===== src/rtl/w_194_sequencer.sv =====
// Command sequencer driving a 74HC194-style 4-bit universal shift register.
// Define W_194_SEQ_ROTATE_EN to enable ROTATE_UP (CMD=11); otherwise it is ignored.
module w_194_sequencer #(
    parameter int CNT_W = 3
) (
    input  logic             CLK,
    input  logic             MR,
    input  logic             START,
    input  logic [1:0]       CMD,
    input  logic [CNT_W-1:0] COUNT,
    input  logic [0:3]       DATA,
    input  logic             FILL,
    input  logic [0:3]       Q,
    output logic [1:0]       S,
    output logic [1:0]       D,
    output logic [0:3]       IN,
    output logic             BUSY,
    output logic             DONE
);

    typedef enum logic [1:0] {
        IDLE = 2'd0,
        RUN  = 2'd1,
        FIN  = 2'd2
    } state_t;

    localparam logic [1:0] CMD_LOAD  = 2'b00;
    localparam logic [1:0] CMD_DOWN  = 2'b10;
    localparam logic [1:0] CMD_ROT   = 2'b11;
    localparam logic [1:0] S_HOLD    = 2'b00;
    localparam logic [1:0] S_UP      = 2'b01;
    localparam logic [1:0] S_DOWN    = 2'b10;
    localparam logic [1:0] S_LOAD    = 2'b11;

    localparam logic [CNT_W-1:0] CNT_ZERO = '0;
    localparam logic [CNT_W-1:0] CNT_ONE  = {{(CNT_W-1){1'b0}}, 1'b1};

    state_t           state_q, state_d;
    logic [CNT_W-1:0] cnt_q, cnt_d;
    logic [1:0]       s_q, s_d;
    logic [0:3]       in_q, in_d;
    logic             busy_q, busy_d;
    logic             done_q, done_d;
    logic             fill_q, fill_d;
    logic             rot_q, rot_d;
    logic             cmd_ok;
    logic             accept;

`ifdef W_194_SEQ_ROTATE_EN
    assign cmd_ok = 1'b1;
`else
    assign cmd_ok = (CMD != CMD_ROT);
`endif

    // BUSY low covers both IDLE and FIN, which is what allows back-to-back starts
    assign accept = START && !busy_q && cmd_ok;

    always_comb begin
        state_d = state_q;
        cnt_d   = cnt_q;
        s_d     = s_q;
        in_d    = in_q;
        busy_d  = busy_q;
        done_d  = 1'b0;
        fill_d  = fill_q;
        rot_d   = rot_q;
        unique case (state_q)
            RUN: begin
                cnt_d = cnt_q - CNT_ONE;
                if (cnt_q <= CNT_ONE) begin
                    state_d = FIN;
                    cnt_d   = CNT_ZERO;
                    s_d     = S_HOLD;
                    busy_d  = 1'b0;
                    done_d  = 1'b1;
                    rot_d   = 1'b0;
                end
            end
            default: begin
                state_d = IDLE;
                if (accept) begin
                    fill_d = FILL;
                    rot_d  = (CMD == CMD_ROT);
                    if (CMD == CMD_LOAD) begin
                        state_d = RUN;
                        cnt_d   = CNT_ONE;
                        s_d     = S_LOAD;
                        in_d    = DATA;
                        busy_d  = 1'b1;
                    end else if (COUNT == CNT_ZERO) begin
                        state_d = FIN;
                        cnt_d   = CNT_ZERO;
                        s_d     = S_HOLD;
                        busy_d  = 1'b0;
                        done_d  = 1'b1;
                        rot_d   = 1'b0;
                    end else begin
                        state_d = RUN;
                        cnt_d   = COUNT;
                        s_d     = (CMD == CMD_DOWN) ? S_DOWN : S_UP;
                        busy_d  = 1'b1;
                    end
                end
            end
        endcase
    end

    always_ff @(posedge CLK or posedge MR) begin
        if (MR) begin
            state_q <= IDLE;
            cnt_q   <= CNT_ZERO;
            s_q     <= S_HOLD;
            in_q    <= 4'b0000;
            busy_q  <= 1'b0;
            done_q  <= 1'b0;
            fill_q  <= 1'b0;
            rot_q   <= 1'b0;
        end else begin
            state_q <= state_d;
            cnt_q   <= cnt_d;
            s_q     <= s_d;
            in_q    <= in_d;
            busy_q  <= busy_d;
            done_q  <= done_d;
            fill_q  <= fill_d;
            rot_q   <= rot_d;
        end
    end

    assign S    = s_q;
    assign IN   = in_q;
    assign BUSY = busy_q;
    assign DONE = done_q;

`ifdef W_194_SEQ_ROTATE_EN
    // rotate feeds OUT[3] back into OUT[0] through the up-shift serial input
    assign D = {rot_q ? Q[3] : fill_q, fill_q};
`else
    assign D = {fill_q, fill_q};
    logic unused_fb;
    assign unused_fb = ^{Q, rot_q};
`endif

endmodule


===== config.mk =====
export PLATFORM = sky130hd
export DESIGN_NAME = w_194_sequencer
export DESIGN_NICKNAME = d
export VERILOG_FILES = /design/src/rtl/w_194_sequencer.sv
export SDC_FILE = /design/constraint.sdc
export NUM_CORES = 1
export LEC_CHECK = 0
export CORE_MARGIN = 10
export CORE_UTILIZATION = 40
export DETAILED_ROUTE_END_ITERATION = 8
export MAX_ROUTING_LAYER = met4
export PLACE_DENSITY = 0.75
export SETUP_SLACK_MARGIN = 0.5
export SLEW_MARGIN = 20
export SYNTH_ARGS = -nofsm -noshare
export SYNTH_HDL_FRONTEND = slang
export SYNTH_SLANG_ARGS = --single-unit

===== constraint.sdc =====
create_clock -name CLK -period 1.72 [get_ports CLK]
set_input_delay 0.344 -clock CLK [delete_from_list [all_inputs] [get_ports CLK]]
set_output_delay 0.344 -clock CLK [all_outputs]
set_load 0.05 [all_outputs]

==> run_results.csv <==
group,metric,value,unit
run_status,status,"completed",
sta,max-slew-margin-rel,0.634,
hold_path,holdCritPathClass,"primary input to async pin",
critical_path,cp.required,1.90,ns
sta,max_freq,718,MHz
power_and_ir_drop,leakagePower,0.550,nW
clock_tree,cts-htree-levels,1,
die,io_pins,27,
die,start_util,0.433,
clock_tree,cts_sinks,14,
sta,hold_violations,0,
place,dp_hpwl,1290,um
critical_path,critPathLaunch,"cnt_q[1]",
synthesis,syn_avg_cell_area,11.6,um^2
routing,wl_per_cell,16.7,um
sta,rsz0062_at_grt,"yes",
synthesis,syn-cell-area,676,um^2
global_route,grt_overflow,0,
clock_tree,clockRootBuffer,"clkbuf_4",
finish,fin_area,1160,um^2
routing,first_pass_iters,3,
clock_tree,numCtsBuffers,3,
critical_path,worst_r2r_endpoint,"S[0]",
finish,drive_above_1_share,0.548,
critical_path,r2r_start,"cnt_q[1]",
synthesis,yosysSeqAreaShare,0.519,
clock_tree,cts.clk_slew.worst_paths,0.09,ns
finish,postLayoutCoreUtil,0.743,
global_route,antenna_found_initial,0,
clock_tree,clkLatencyLatePin,0.28,ns
place,io_buffers,22,
synthesis,syn-num-nets,77,
critical_path,reg2regPathDepth,6,
critical_path,path_max_fanout,4,
routing,vias,586,
finish,antenna_cells,0,
sta,fin_crit,1.39,ns
critical_path,r2r_setup_slack,0.33,ns
synthesis,ys_ff_latch,14,
global_route,grt_pass1_vias,606,
die,core_area,1560,um^2
die,die_area,3730,um^2
finish,layout_commonest_cell,"dfrtp_1",
critical_path,cp.arrival,1.57,ns
routing,drt-initial-drc-count,8,
synthesis,synth_warnings,0,
die,chipHeight,61.1,um
sta,min_period_over_period,0.810,
routing,drc,0,
global_route,grt_max_degree,15,
critical_path,startpoint_type,"flop",
critical_path,critPathKind,"flop to flop",
critical_path,end_kind,"flop",
sta,tightestPinTransition,0.548,ns
sta,clock_skew,0.00213,ns
power_and_ir_drop,vdd_ir_drop_max,0.00139,V
place,gp_congestion,0.757,
routing,vias_per_cell,5.38,
clock_tree,cts_tree,"done",
sta,slew_violations,0,
sta,setup-tns-final,0,ns
finish,syn2layout_area_growth,71.5,%
die,rows,14,
global_route,grt_util_all_layers,0.106,
routing,ant_nets,0,
finish,mostFrequentLayoutCells,"12 x dfrtp_1, 11 x buf_4, 10 x buf_6",
finish,fillCellCount,102,
clock_tree,clock_path_buffers,2,
routing,postRouteWirelength,1820,um
power_and_ir_drop,powerDensity,2080,nW/um^2
place,postPlaceCellArea,948,um^2
sta,setup_violations,0,
clock_tree,cts.hold.buffers_added,0,
power_and_ir_drop,total_power,2.41,mW
synthesis,synth_cell_types,25,
finish,fin_nets,113,
die,die_width,61.1,um
run,drv_cap,0,
global_route,grt_pass1_wl,2930,um
synthesis,syn-instance-count,58,
[metal layers]
layer / global-route usage / vias to the layer above / routed length (um)
li1: - / 276 / -
met1: 0.123 / 296 / 818
met2: 0.173 / 12 / 936
met3: 0.0267 / 2 / 45
met4: 0.0391 / 0 / 22
met5: - / - / 0
[cells in the mapped netlist]
cell type / count / share of area
a22o_1: 2 / 0.026
o211ai_1: 2 / 0.022
nor2b_1: 2 / 0.019
o21ai_0: 2 / 0.015
o31ai_1: 1 / 0.011
nand2_1: 3 / 0.017
mux2_2: 2 / 0.033
nand3_1: 2 / 0.015
inv_1: 4 / 0.022
nand2b_1: 3 / 0.028
o21a_1: 2 / 0.022
mux2_1: 3 / 0.050
o21ai_1: 1 / 0.0074
o21ba_1: 1 / 0.015
a21o_1: 2 / 0.022
nand3b_1: 1 / 0.011
nand4b_1: 1 / 0.013
ha_1: 2 / 0.037
a21oi_1: 2 / 0.015
o2bb2ai_1: 1 / 0.013
nor2_2: 1 / 0.0093
buf_4: 2 / 0.022
nor2b_4: 1 / 0.020
dfrtp_1: 14 / 0.52
or4_4: 1 / 0.017
[report_power, final]
part | internal, mW | switching, mW | leakage, nW | total, mW
Combinational | 0.692 | 0.832 | 0.358 | 1.52
Clock | 0.129 | 0.114 | 0.0210 | 0.243
Sequential | 0.494 | 0.149 | 0.171 | 0.643
Total | 1.32 | 1.10 | 0.550 | 2.41
[worst max-delay path by stage]
| stage | endpoint | slack (ns) | depth (start not counted) |
|---|---|---|---|
| after global placement | S[0] | -0.06 | 5 |
| after CTS | S[0] | 0.31 | 6 |
| after detailed placement | S[0] | -0.06 | 5 |
| after floorplan | S[0] | 0.40 | 3 |
| final | S[0] | 0.33 | 6 |
| after global routing | S[0] | 0.27 | 6 |
[area by class of cell]
class	count	area, um^2	area share
Clock buffer	4	36.3	0.0313
Inverter	4	15.0	0.0130
Multi-Input combinational cell	38	427	0.368
Sequential cell	14	353	0.305
Tap cell	16	20.0	0.0173
Timing Repair Buffer	33	308	0.266
[timing repair]
action | CTS | global route
pin swaps | 6 | 6
setup buffers | 4 | 0
resized for setup | 24 | 16
setup endpoints to repair | 17 | 22
[cell families after synthesis]
kind of cell,Yosys count,share of synthesized area
multiplexers,5,0.0833
buffers and inverters,6,0.0444
adder cells (fa/ha/maj),2,0.0370
AO/OA/AOI/OAI,16,0.169
AND/OR/NAND/NOR,15,0.148
flip-flops,14,0.519
[worst max-delay path: stages (launching register included)]
cell,delay (ns)
dfrtp_1,0.41
inv_2,0.09
ha_4,0.12
o21ba_4,0.16
o21ai_4,0.18
nand2_2,0.11
a22o_1,0.21
[state kept, by name, indices dropped and copies added (netlist names)]
name and count:
IN 4, cnt_q 3, S 2, state_q 2, BUSY 1, DONE 1
fill_q 1
[per-stage QoR]
stage               setup WS, ns  instances  hold WS (ns)
global route               0.267        109         0.433
global placement         -0.0596        101         0.479
detailed placement       -0.0605        101         0.491
CTS                        0.309        109         0.411
finish                     0.326        109         0.394
floorplan                  0.405         58         0.233
No activity file was read; power rests on OpenSTA's default activity.
